--- config.mk ---
export PLATFORM = sky130hd
export DESIGN_NAME = mealy_decoder
export DESIGN_NICKNAME = d
export VERILOG_FILES = /design/src/rtl/mealy_decoder.sv
export SDC_FILE = /design/constraint.sdc
export NUM_CORES = 1
export LEC_CHECK = 0
export ABC_AREA = 1
export CORE_MARGIN = 1.5
export CORE_UTILIZATION = 45
export CTS_CLUSTER_DIAMETER = 200
export DETAILED_ROUTE_END_ITERATION = 8
export GPL_ROUTABILITY_DRIVEN = 0
export PLACE_DENSITY = 0.73
export SYNTH_ARGS = -nofsm -noshare
export SYNTH_HDL_FRONTEND = slang
export SYNTH_SLANG_ARGS = --single-unit
--- constraint.sdc ---
create_clock -name clk -period 1.8 [get_ports clk]
set_input_delay 0.36 -clock clk [delete_from_list [all_inputs] [get_ports clk]]
set_output_delay 0.36 -clock clk [all_outputs]
set_load 0.01 [all_outputs]
--- src/rtl/mealy_decoder.sv ---
// mealy_decoder: replays the 4-state Mealy transducer to recover serial bits, assemble bytes and flag illegal symbols
module mealy_decoder #(
  parameter logic [1:0] INIT_STATE = 2'b00
) (
  input  logic       clk,
  input  logic       rst,
  input  logic [1:0] y_in,
  input  logic       y_valid,
  output logic       x_out,
  output logic       x_valid,
  output logic [7:0] byte_out,
  output logic       byte_valid,
  output logic       err,
  output logic [7:0] err_count,
  output logic [1:0] stateReg
);
  typedef enum logic [1:0] {S0 = 2'b00, S1 = 2'b01, S2 = 2'b10, S3 = 2'b11} state_t;
  state_t st, nxt;
  logic legal, xd;
  logic [2:0] bit_cnt;
  logic [7:0] sr;
  assign stateReg = st;
  always_comb begin
    legal = y_in != 2'b11 && (st == S0 || st == S1 ? y_in != 2'b10 : y_in != 2'b01);
    xd = st == S1 ? y_in == 2'b01 : y_in == 2'b00;
    nxt = st == S0 ? (y_in == 2'b00 ? S2 : S0) :
          st == S1 ? (y_in == 2'b00 ? S0 : S1) :
          st == S2 ? (y_in == 2'b10 ? S1 : S0) : S3;
  end
  always_ff @(posedge clk) begin
    if (rst) begin
      st <= state_t'(INIT_STATE);
      x_out <= 1'b0;
      x_valid <= 1'b0;
      byte_out <= 8'h00;
      byte_valid <= 1'b0;
      err <= 1'b0;
      err_count <= 8'h00;
      bit_cnt <= 3'd0;
      sr <= 8'h00;
    end else begin
      x_valid <= y_valid && legal;
      err <= y_valid && !legal;
      byte_valid <= y_valid && legal && bit_cnt == 3'd7;
      if (y_valid && legal) begin
        st <= nxt;
        x_out <= xd;
        sr[bit_cnt] <= xd;
        bit_cnt <= bit_cnt + 3'd1;
        if (bit_cnt == 3'd7) byte_out <= {xd, sr[6:0]};
      end
      if (y_valid && !legal && err_count != 8'hFF) err_count <= err_count + 8'd1;
    end
  end
endmodule
==> impl_metrics.py, run 1 <==
metrics = {
    "cts": {
        "cts_htree_levels": 2,
        "cts-hold-fix-buffers": 0,
        "cts-resized-gates": 0,
        "clk_latency_ns": 0.28,
        "cts-root-buf": "clkbuf_8",
        "path_clk_slew_ns": 0.07,
        "cts_tree": "done",
        "post-cts-setup-buffers": 0,
        "cts_sinks": 32,
        "cts_made_buffers": 5,
        "cts.path.max_buffers": 2,
    },
    "grt": {
        "globalRoute.busiestLayer": "met2",
        "grt_use_met3": 0.04754,
        "grt_pass1_wl_um": 5609,
        "grtUsageMet1": 0.2088,
        "grt_pass1_vias": 1360,
        "grt_remaining_overflow": 0,
        "grt_max_degree": 18,
        "antenna_found_initial": 0,
        "grt_use_total": 0.1727,
        "grt.met2_usage": 0.2878,
    },
    "pwr": {
        "combPwrFrac": 0.126,
        "p_switching_uw": 400.0,
        "powerDensity_mw_per_mm2": 762.9,
        "p_leak_nw": 1.019,
        "power_mw": 1.631,
        "peakVddDrop_v": 0.0003173,
        "pwr-share-seq": 0.464,
        "sw_frac_of_total": 0.2452,
        "intPower_mw": 1.231,
        "power_frac_clock": 0.410,
    },
    "routing": {
        "ant_nets": 0,
        "post-route-drc-count": 0,
        "via_per_inst": 4.622,
        "wl_um": 3309,
        "firstDrtPassIters": 4,
        "dr_total_vias": 1553,
        "post_drt_wl_per_cell_um": 9.848,
        "drt_iter0_drc": 73,
    },
    "synthesis": {
        "synth-edff-count": 0,
        "netlist.area_leader.share": 0.3827,
        "synth_fa_ha_area_frac": 0.04484,
        "yosys-top-cells-area": "dfxtp_1, nand2_1, nor2_1",
        "async_flop_share": 0,
        "post_synth_num_cell_types": 25,
        "synth_xor_xnor_area_share": 0.01570,
        "synth-simple-area-share": 0.4073,
        "synthMuxAreaShare": 0,
        "yosys_register_bits": 32,
        "synth_nets": 262,
        "synth_top_family_by_area": "simple AND/OR/NAND/NOR gates",
        "ys.warnings.count": 0,
        "synth_compound_gate_area_share": 0.03886,
        "ys_seq_area_frac": 0.3827,
        "synth_area_leader_cell": "dfxtp_1",
        "synthesis.area_sq_mm": 0.001674,
        "syn-mean-instance-area_sq_um": 6.670,
        "ys.flop_type": "dfxtp_1",
        "synth_cells": 251,
    },
    "critical_path": {
        "r2r_end": "byte_out[0]",
        "path_delay_family": "buffers and inverters",
        "critPathCaptureType": "output pin",
        "path_max_fanout": 7,
        "cp_slowest_stage_delay_ns": 0.58,
        "path_buf_inv": 1,
        "worstSetupPathType": "reg2out",
        "reg2reg_slack_ns": 0.19,
        "crit_arrival_ns": 1.30,
        "required_ns": 1.44,
        "reg2reg_depth": 8,
        "cp_slowest_cell": "clkdlybuf4s50_1",
        "cp_cell_sequence": "clkdlybuf4s50_1",
        "cp-start-kind": "register",
        "reg2reg_from": "stateReg[0]",
    },
    "timing": {
        "maxSlewViolCount": 0,
        "setup_tns_ns": 0,
        "layout_setup_ws_ns": 0.1361,
        "tightest_slew_ns": 0.4584,
        "fmax_mhz": 601.0,
        "relSlewSlack": 0.6934,
        "hold_viol": 0,
        "period_share": 0.9244,
        "setup_viol_count_final": 0,
        "fin_worst_skew_ns": 0.004442,
        "min_period_ns": 1.664,
        "rsz0062_at_grt": "no",
        "holdWs_ns": 0.4894,
    },
    "floorplanning": {
        "rows": 21,
        "core_area_sq_mm": 0.003442,
        "die_w_um": 64.00,
        "start_util": 0.4864,
        "die_area_sq_mm": 0.004095,
        "die-height_um": 64.00,
        "num_io_pins": 27,
    },
    "placed_design": {
        "placed_area_sq_mm": 0.002013,
        "detailedPlace.worstSlack_ns": 0.04311,
        "io_buffers": 26,
        "hpwl_um": 2407,
        "dp.cells": 326,
    },
    "finish": {
        "syn_to_final_growth_pct": 27.73,
        "diodes": 0,
        "finalNetCount": 300,
        "drive_above_1_share": 0.1103,
        "fin_util": 0.6212,
        "layoutNonFillerInstCount": 336,
        "final_area_sq_mm": 0.002138,
    },
    "status": {
        "outcome": "finished clean",
    },
    "hold_path": {
        "hold_depth": 2,
        "hold_start": "sr[3]",
        "min_to": "byte_out[3]",
        "hp-class": "reg2reg",
    },
    "run": {
        "max_cap_violations": 0,
    },
}
[layout make-up]
type                    instances  area, sq um
clock buffers                   6        72.57
clock inverters                 2        35.03
fillers                       326         1304
inverters                      39        146.4
multi-input cells             176        858.3
flip-flops and latches         32        640.6
well taps                      46        57.56
repair buffers                 35        327.8
[state kept, by name (all words and copies together), names as in the netlist]
| register | cells |
|---|---|
| err | 1 |
| x_out | 1 |
| stateReg | 2 |
| err_count | 8 |
| byte_out | 8 |
| x_valid | 1 |
| bit_cnt | 3 |
| byte_valid | 1 |
| sr | 7 |
[layer usage]
| layer | vias up | wire, um |
|---|---|---|
| li1 | 843 | - |
| met1 | 668 | 1560 |
| met2 | 38 | 1558 |
| met3 | 4 | 166 |
| met4 | 0 | 24 |
| met5 | - | 0 |
[worst reg2reg max path: stages (launching register included)]
cell and delay (ns):
dfxtp_1 0.39, inv_1 0.08, ha_1 0.25, inv_2 0.10, nand3_2 0.09, nand2_4 0.18, nand3_2 0.21, nor2_1 0.15
nor2_1 0.05
[how the worst max path moves through the flow]
stage	from	to	slack (ns)	cells past startpoint
after global routing	stateReg[0]	err_count[2]	0.03	8
final	err_count[2]	err_count[2]	0.14	1
after floorplan	stateReg[0]	byte_out[7]	0.27	9
after detailed placement	y_in[0]	byte_out[3]	0.04	7
after CTS	err_count[2]	err_count[2]	0.12	1
after global placement	y_in[0]	byte_out[6]	0.08	7
[cell families (layout without fill, tap and decap cells)]
logic type,count (synthesis),after routing
fa+ha+maj,6,6
xor+xnor,3,3
compound gates,13,13
flops,32,32
simple gates,153,154
buf+inv,44,82
[power by group through the flow]
| stage | combinational (mW) | clock [mW] | sequential, mW |
|---|---|---|---|
| global route | 0.231 | 0.727 | 0.761 |
| floorplan | 0.117 | 0 | 0.777 |
| CTS | 0.205 | 0.693 | 0.757 |
| finish | 0.205 | 0.669 | 0.757 |
| global placement | 0.202 | 0 | 0.773 |
| detailed placement | 0.205 | 0 | 0.773 |
[placed cells by master (no fill, tap or decap), drive strengths merged]
master	Yosys	final
bufinv	0	1
nand2	70	70
xor2	2	2
nand3	21	22
nand4	2	2
nor3b	1	1
clkinv	0	1
o21ai	6	6
nor2	52	52
nor3	7	7
clkbuf	0	6
dfxtp	32	32
ha	6	6
inv	39	39
clkdlybuf4s50	0	26
buf	5	9
xnor2	1	1
a21oi	7	7
[cell usage after synthesis, types with 5 or more instances]
library cell,n
nor3_1,7
nor2_1,49
ha_1,6
inv_2,5
o21ai_0,5
nand3_1,18
nand2_1,67
a21oi_1,7
dfxtp_1,32
inv_1,34
Power figures use the tool's default switching activity.
==> inputs of run 2 (changes only) <==
Settings changed: SETUP_SLACK_MARGIN set to 0.3.
==> impl_metrics.py, run 2 (synthesis gave the netlist of run 1 again) <==
metrics = {
    "status": {
        "outcome": "finished clean",
    },
    "cts": {
        "cts_tree": "done",
        "cts-root-buf": "clkbuf_8",
        "cts-hold-fix-buffers": 0,
        "cts_made_buffers": 5,
        "cts.path.max_buffers": 2,
        "path_clk_slew_ns": 0.06,
        "cts_sinks": 32,
        "clk_latency_ns": 0.28,
        "cts_htree_levels": 2,
    },
    "critical_path": {
        "critPathCaptureType": "output pin",
        "worstSetupPathType": "reg2out",
        "cp-start-kind": "register",
        "required_ns": 1.44,
        "cp_slowest_stage_delay_ns": 0.52,
        "reg2reg_depth": 9,
        "reg2reg_from": "stateReg[0]",
        "cp_num_cells": 1,
        "cp_cell_sequence": "clkdlybuf4s50_1",
        "cp_slowest_cell": "clkdlybuf4s50_1",
        "path_delay_family": "buffers and inverters",
        "path_buf_inv": 1,
        "startpoint": "byte_valid",
        "path_max_fanout": 1,
        "crit_arrival_ns": 1.11,
    },
    "timing": {
        "setup_viol_count_final": 0,
        "tightest_slew_ns": 0.2633,
        "hold_viol": 0,
        "rsz0062_at_grt": "yes",
        "holdWs_ns": 0.4703,
        "fin_worst_skew_ns": 0.003649,
        "relSlewSlack": 0.8242,
        "fmax_mhz": 680.7,
        "min_period_ns": 1.469,
        "period_share": 0.8162,
        "maxSlewViolCount": 0,
        "setup_tns_ns": 0,
    },
    "finish": {
        "drive_above_1_share": 0.1759,
        "finalNetCount": 301,
        "final_area_sq_mm": 0.002223,
        "diodes": 0,
        "syn_to_final_growth_pct": 32.81,
        "final_common_cell": "nand2_1",
        "reg_top3": "byte_out: 8 flops, err_count: 8 flops, sr: 7 flops",
        "final_cell_mix": "nand2_1, nor2_1, inv_1",
    },
    "grt": {
        "grt_pass1_vias": 1342,
        "grt_use_total": 0.1858,
        "grt_max_degree": 14,
        "grt_remaining_overflow": 0,
        "grt_pass1_wl_um": 5920,
        "antenna_found_initial": 0,
    },
    "hold_path": {
        "hold_depth": 2,
        "hold_start": "x_out",
        "hp-class": "reg2reg",
    },
    "routing": {
        "post_drt_wl_per_cell_um": 10.71,
        "drt_iter0_drc": 65,
        "firstDrtPassIters": 4,
        "post-route-drc-count": 0,
        "via_per_inst": 4.726,
        "ant_nets": 0,
        "dr_total_vias": 1588,
        "wl_um": 3599,
    },
    "floorplanning": {
        "start_util": 0.4864,
        "die-height_um": 64.00,
        "die_w_um": 64.00,
        "core_area_sq_mm": 0.003442,
        "num_io_pins": 27,
        "die_area_sq_mm": 0.004095,
        "rows": 21,
    },
    "pwr": {
        "peakVddDrop_v": 0.0004261,
        "power_mw": 1.502,
        "p_leak_nw": 1.165,
        "powerDensity_mw_per_mm2": 675.6,
    },
    "placed_design": {
        "placed_area_sq_mm": 0.002017,
        "hpwl_um": 2295,
        "io_buffers": 26,
    },
    "run": {
        "max_cap_violations": 0,
    },
}
[run 2: repair_timing]
item,in CTS,in global routing
buffers inserted,1,3
pin swaps,2,6
resized for setup,27,22
gates cloned,1,0
setup endpoints to repair,28,29
[run 2: stage by stage]
stage                     utilization  setup slack (ns)  std cells
final                          0.6459            0.3309        336
after global routing           0.6459            0.2372        336
after CTS                      0.6107            0.2066        333
after detailed placement       0.5860           0.01663        324
after global placement         0.5860           0.09029        324
after floorplan                     -            0.3324        251
[run 2: worst paths after layout]
kind              slack [ns]    endpoint
setup / recovery        0.33  byte_valid
hold / removal          0.47       x_out
setup reg to reg        0.34       sr[5]
hold reg to reg         0.47       x_out
[run 2: per-layer routing]
metal	vias to the layer above	routed length [um]	global-route usage
li1	843	-	-
met1	707	1652	0.2352
met2	33	1720	0.2969
met3	5	162	0.04754
met4	0	63	0.08152
met5	-	0	0
[run 2: where the power goes]
group / switching (mW) / total (mW) / internal, mW
combinational: 0.130 / 0.232 / 0.101
sequential: 0.0258 / 0.758 / 0.733
clock: 0.250 / 0.512 / 0.262
total: 0.406 / 1.50 / 1.10
[run 2: final cells by class]
cell class                      instances  area [sq um]
Fill cell                             324          1219
Multi-Input combinational cell        176         933.4
Sequential cell                        32         653.1
Timing Repair Buffer                   36         347.8
Inverter                               39         153.9
Clock buffer                            6         72.57
Tap cell                               46         57.56
Clock inverter                          1         5.005
==> inputs of run 3 (changes only) <==
Clock period 1.8 ns to 1.4 ns, I/O delays scaled along.
==> impl_metrics.py, run 3 (synthesis gave the netlist of run 1 again) <==
metrics = {
    "status": {
        "outcome": "finished, violations left",
        "violations": "setup timing",
    },
    "critical_path": {
        "worstSetupPathType": "reg2reg",
        "cp_slowest_cell": "dfxtp_4",
        "critPathCaptureType": "register",
        "cp_slowest_stage_delay_ns": 0.39,
        "cp_cell_sequence": "inv_4 > ha_4 > o21ai_4 > nand2_8 > nor2_4 > nand3_2 > nand2_2 > nor2_2",
        "required_ns": 1.58,
        "crit_arrival_ns": 1.63,
        "path_max_fanout": 7,
        "cp-start-kind": "register",
    },
    "placed_design": {
        "io_buffers": 26,
        "placed_area_sq_mm": 0.002145,
        "hpwl_um": 2413,
        "detailedPlace.worstSlack_ns": -0.2226,
        "dp.cells": 331,
    },
    "cts": {
        "cts_tree": "done",
        "clk_latency_ns": 0.29,
        "path_clk_slew_ns": 0.07,
        "cts.path.max_buffers": 2,
        "cts_htree_levels": 2,
        "cts-hold-fix-buffers": 0,
        "cts_sinks": 32,
        "cts_made_buffers": 5,
        "cts-root-buf": "clkbuf_8",
    },
    "timing": {
        "setup_viol_count_final": 7,
        "period_share": 1.038,
        "hold_viol": 0,
        "layout_setup_ws_ns": -0.05337,
        "fin_worst_skew_ns": 0.005920,
        "rsz0062_at_grt": "yes",
        "maxSlewViolCount": 0,
        "relSlewSlack": 0.8282,
        "holdWs_ns": 0.4607,
        "fmax_mhz": 688.1,
        "setup_tns_ns": -0.1697,
        "min_period_ns": 1.453,
        "tightest_slew_ns": 0.2578,
    },
    "finish": {
        "reg_top3": "byte_out: 8 flops, err_count: 8 flops, sr: 7 flops",
        "final_area_sq_mm": 0.002354,
        "drive_above_1_share": 0.3443,
        "fillers": 279,
        "final_cell_mix": "nand2_1, nor2_1, inv_1",
        "layoutNonFillerInstCount": 351,
        "syn_to_final_growth_pct": 40.58,
        "finalNetCount": 315,
        "diodes": 0,
        "final_common_cell": "nand2_1",
        "fin_util": 0.6838,
    },
    "grt": {
        "grt_remaining_overflow": 0,
        "grt_pass1_wl_um": 7051,
        "grt_max_degree": 14,
        "antenna_found_initial": 0,
        "grt_use_total": 0.2191,
        "grt_pass1_vias": 1688,
    },
    "routing": {
        "dr_total_vias": 1696,
        "via_per_inst": 4.832,
        "firstDrtPassIters": 4,
        "post-route-drc-count": 0,
        "drt_iter0_drc": 67,
        "post_drt_wl_per_cell_um": 11.18,
        "ant_nets": 0,
        "wl_um": 3924,
    },
    "floorplanning": {
        "rows": 21,
        "num_io_pins": 27,
        "die_area_sq_mm": 0.004095,
        "core_area_sq_mm": 0.003442,
        "die-height_um": 64.00,
        "die_w_um": 64.00,
        "start_util": 0.4864,
    },
    "pwr": {
        "powerDensity_mw_per_mm2": 902.9,
        "p_leak_nw": 1.159,
        "power_mw": 2.125,
        "peakVddDrop_v": 0.0005316,
    },
    "run": {
        "max_cap_violations": 0,
    },
    "hold_path": {
        "hp-class": "reg2reg",
    },
}
==> run 3: repair_timing <==
action                                  in CTS  in global routing
cloned                                       2                  0
pin swaps                                   12                  1
endpoints found under the setup margin      54                 36
gates resized for setup                    107                 13
buffers inserted                             9                  1
==> run 3: power by group <==
| group | internal [mW] | switching, mW | leakage (nW) |
|---|---|---|---|
| registers | 0.937 | 0.0242 | 0.268 |
| clock network | 0.456 | 0.350 | 0.0534 |
| logic | 0.155 | 0.203 | 0.838 |
| total | 1.55 | 0.577 | 1.16 |
==> run 3: cell type report <==
cell class / instances / area [sq um] / area share
well taps: 46 / 57.56 / 0.02446
flip-flops and latches: 32 / 674.4 / 0.2865
inverters: 39 / 153.9 / 0.06539
repair buffers: 49 / 357.8 / 0.1520
multi-input cells: 177 / 1007 / 0.4280
clock inverters: 1 / 5.005 / 0.002127
clock buffers: 7 / 97.59 / 0.04147
==> run 3: critical path: cells and delay by family, from the launching register on <==
kind / cells / cell delay (ns)
compound gates: 1 / 0.20
fa+ha+maj: 1 / 0.17
buf+inv: 1 / 0.04
flops: 1 / 0.39
simple gates: 5 / 0.53
==> run 3: worst paths after layout <==
kind / depth (start not counted) / slack, ns / end / start
min: 2 / 0.46 / x_out / x_out
max: 8 / -0.05 / err_count[3] / stateReg[0]
max reg2reg: 8 / -0.05 / err_count[3] / stateReg[0]
min reg2reg: 2 / 0.46 / x_out / x_out
==> run 3: per-layer routing <==
metal / up-vias / global-route usage / wire length [um]
met2: 42 / 0.3633 / 1867
met3: 14 / 0.05106 / 176
met5: - / 0 / 0
met1: 762 / 0.2569 / 1763
met4: 0 / 0.1277 / 117
li1: 878 / - / -
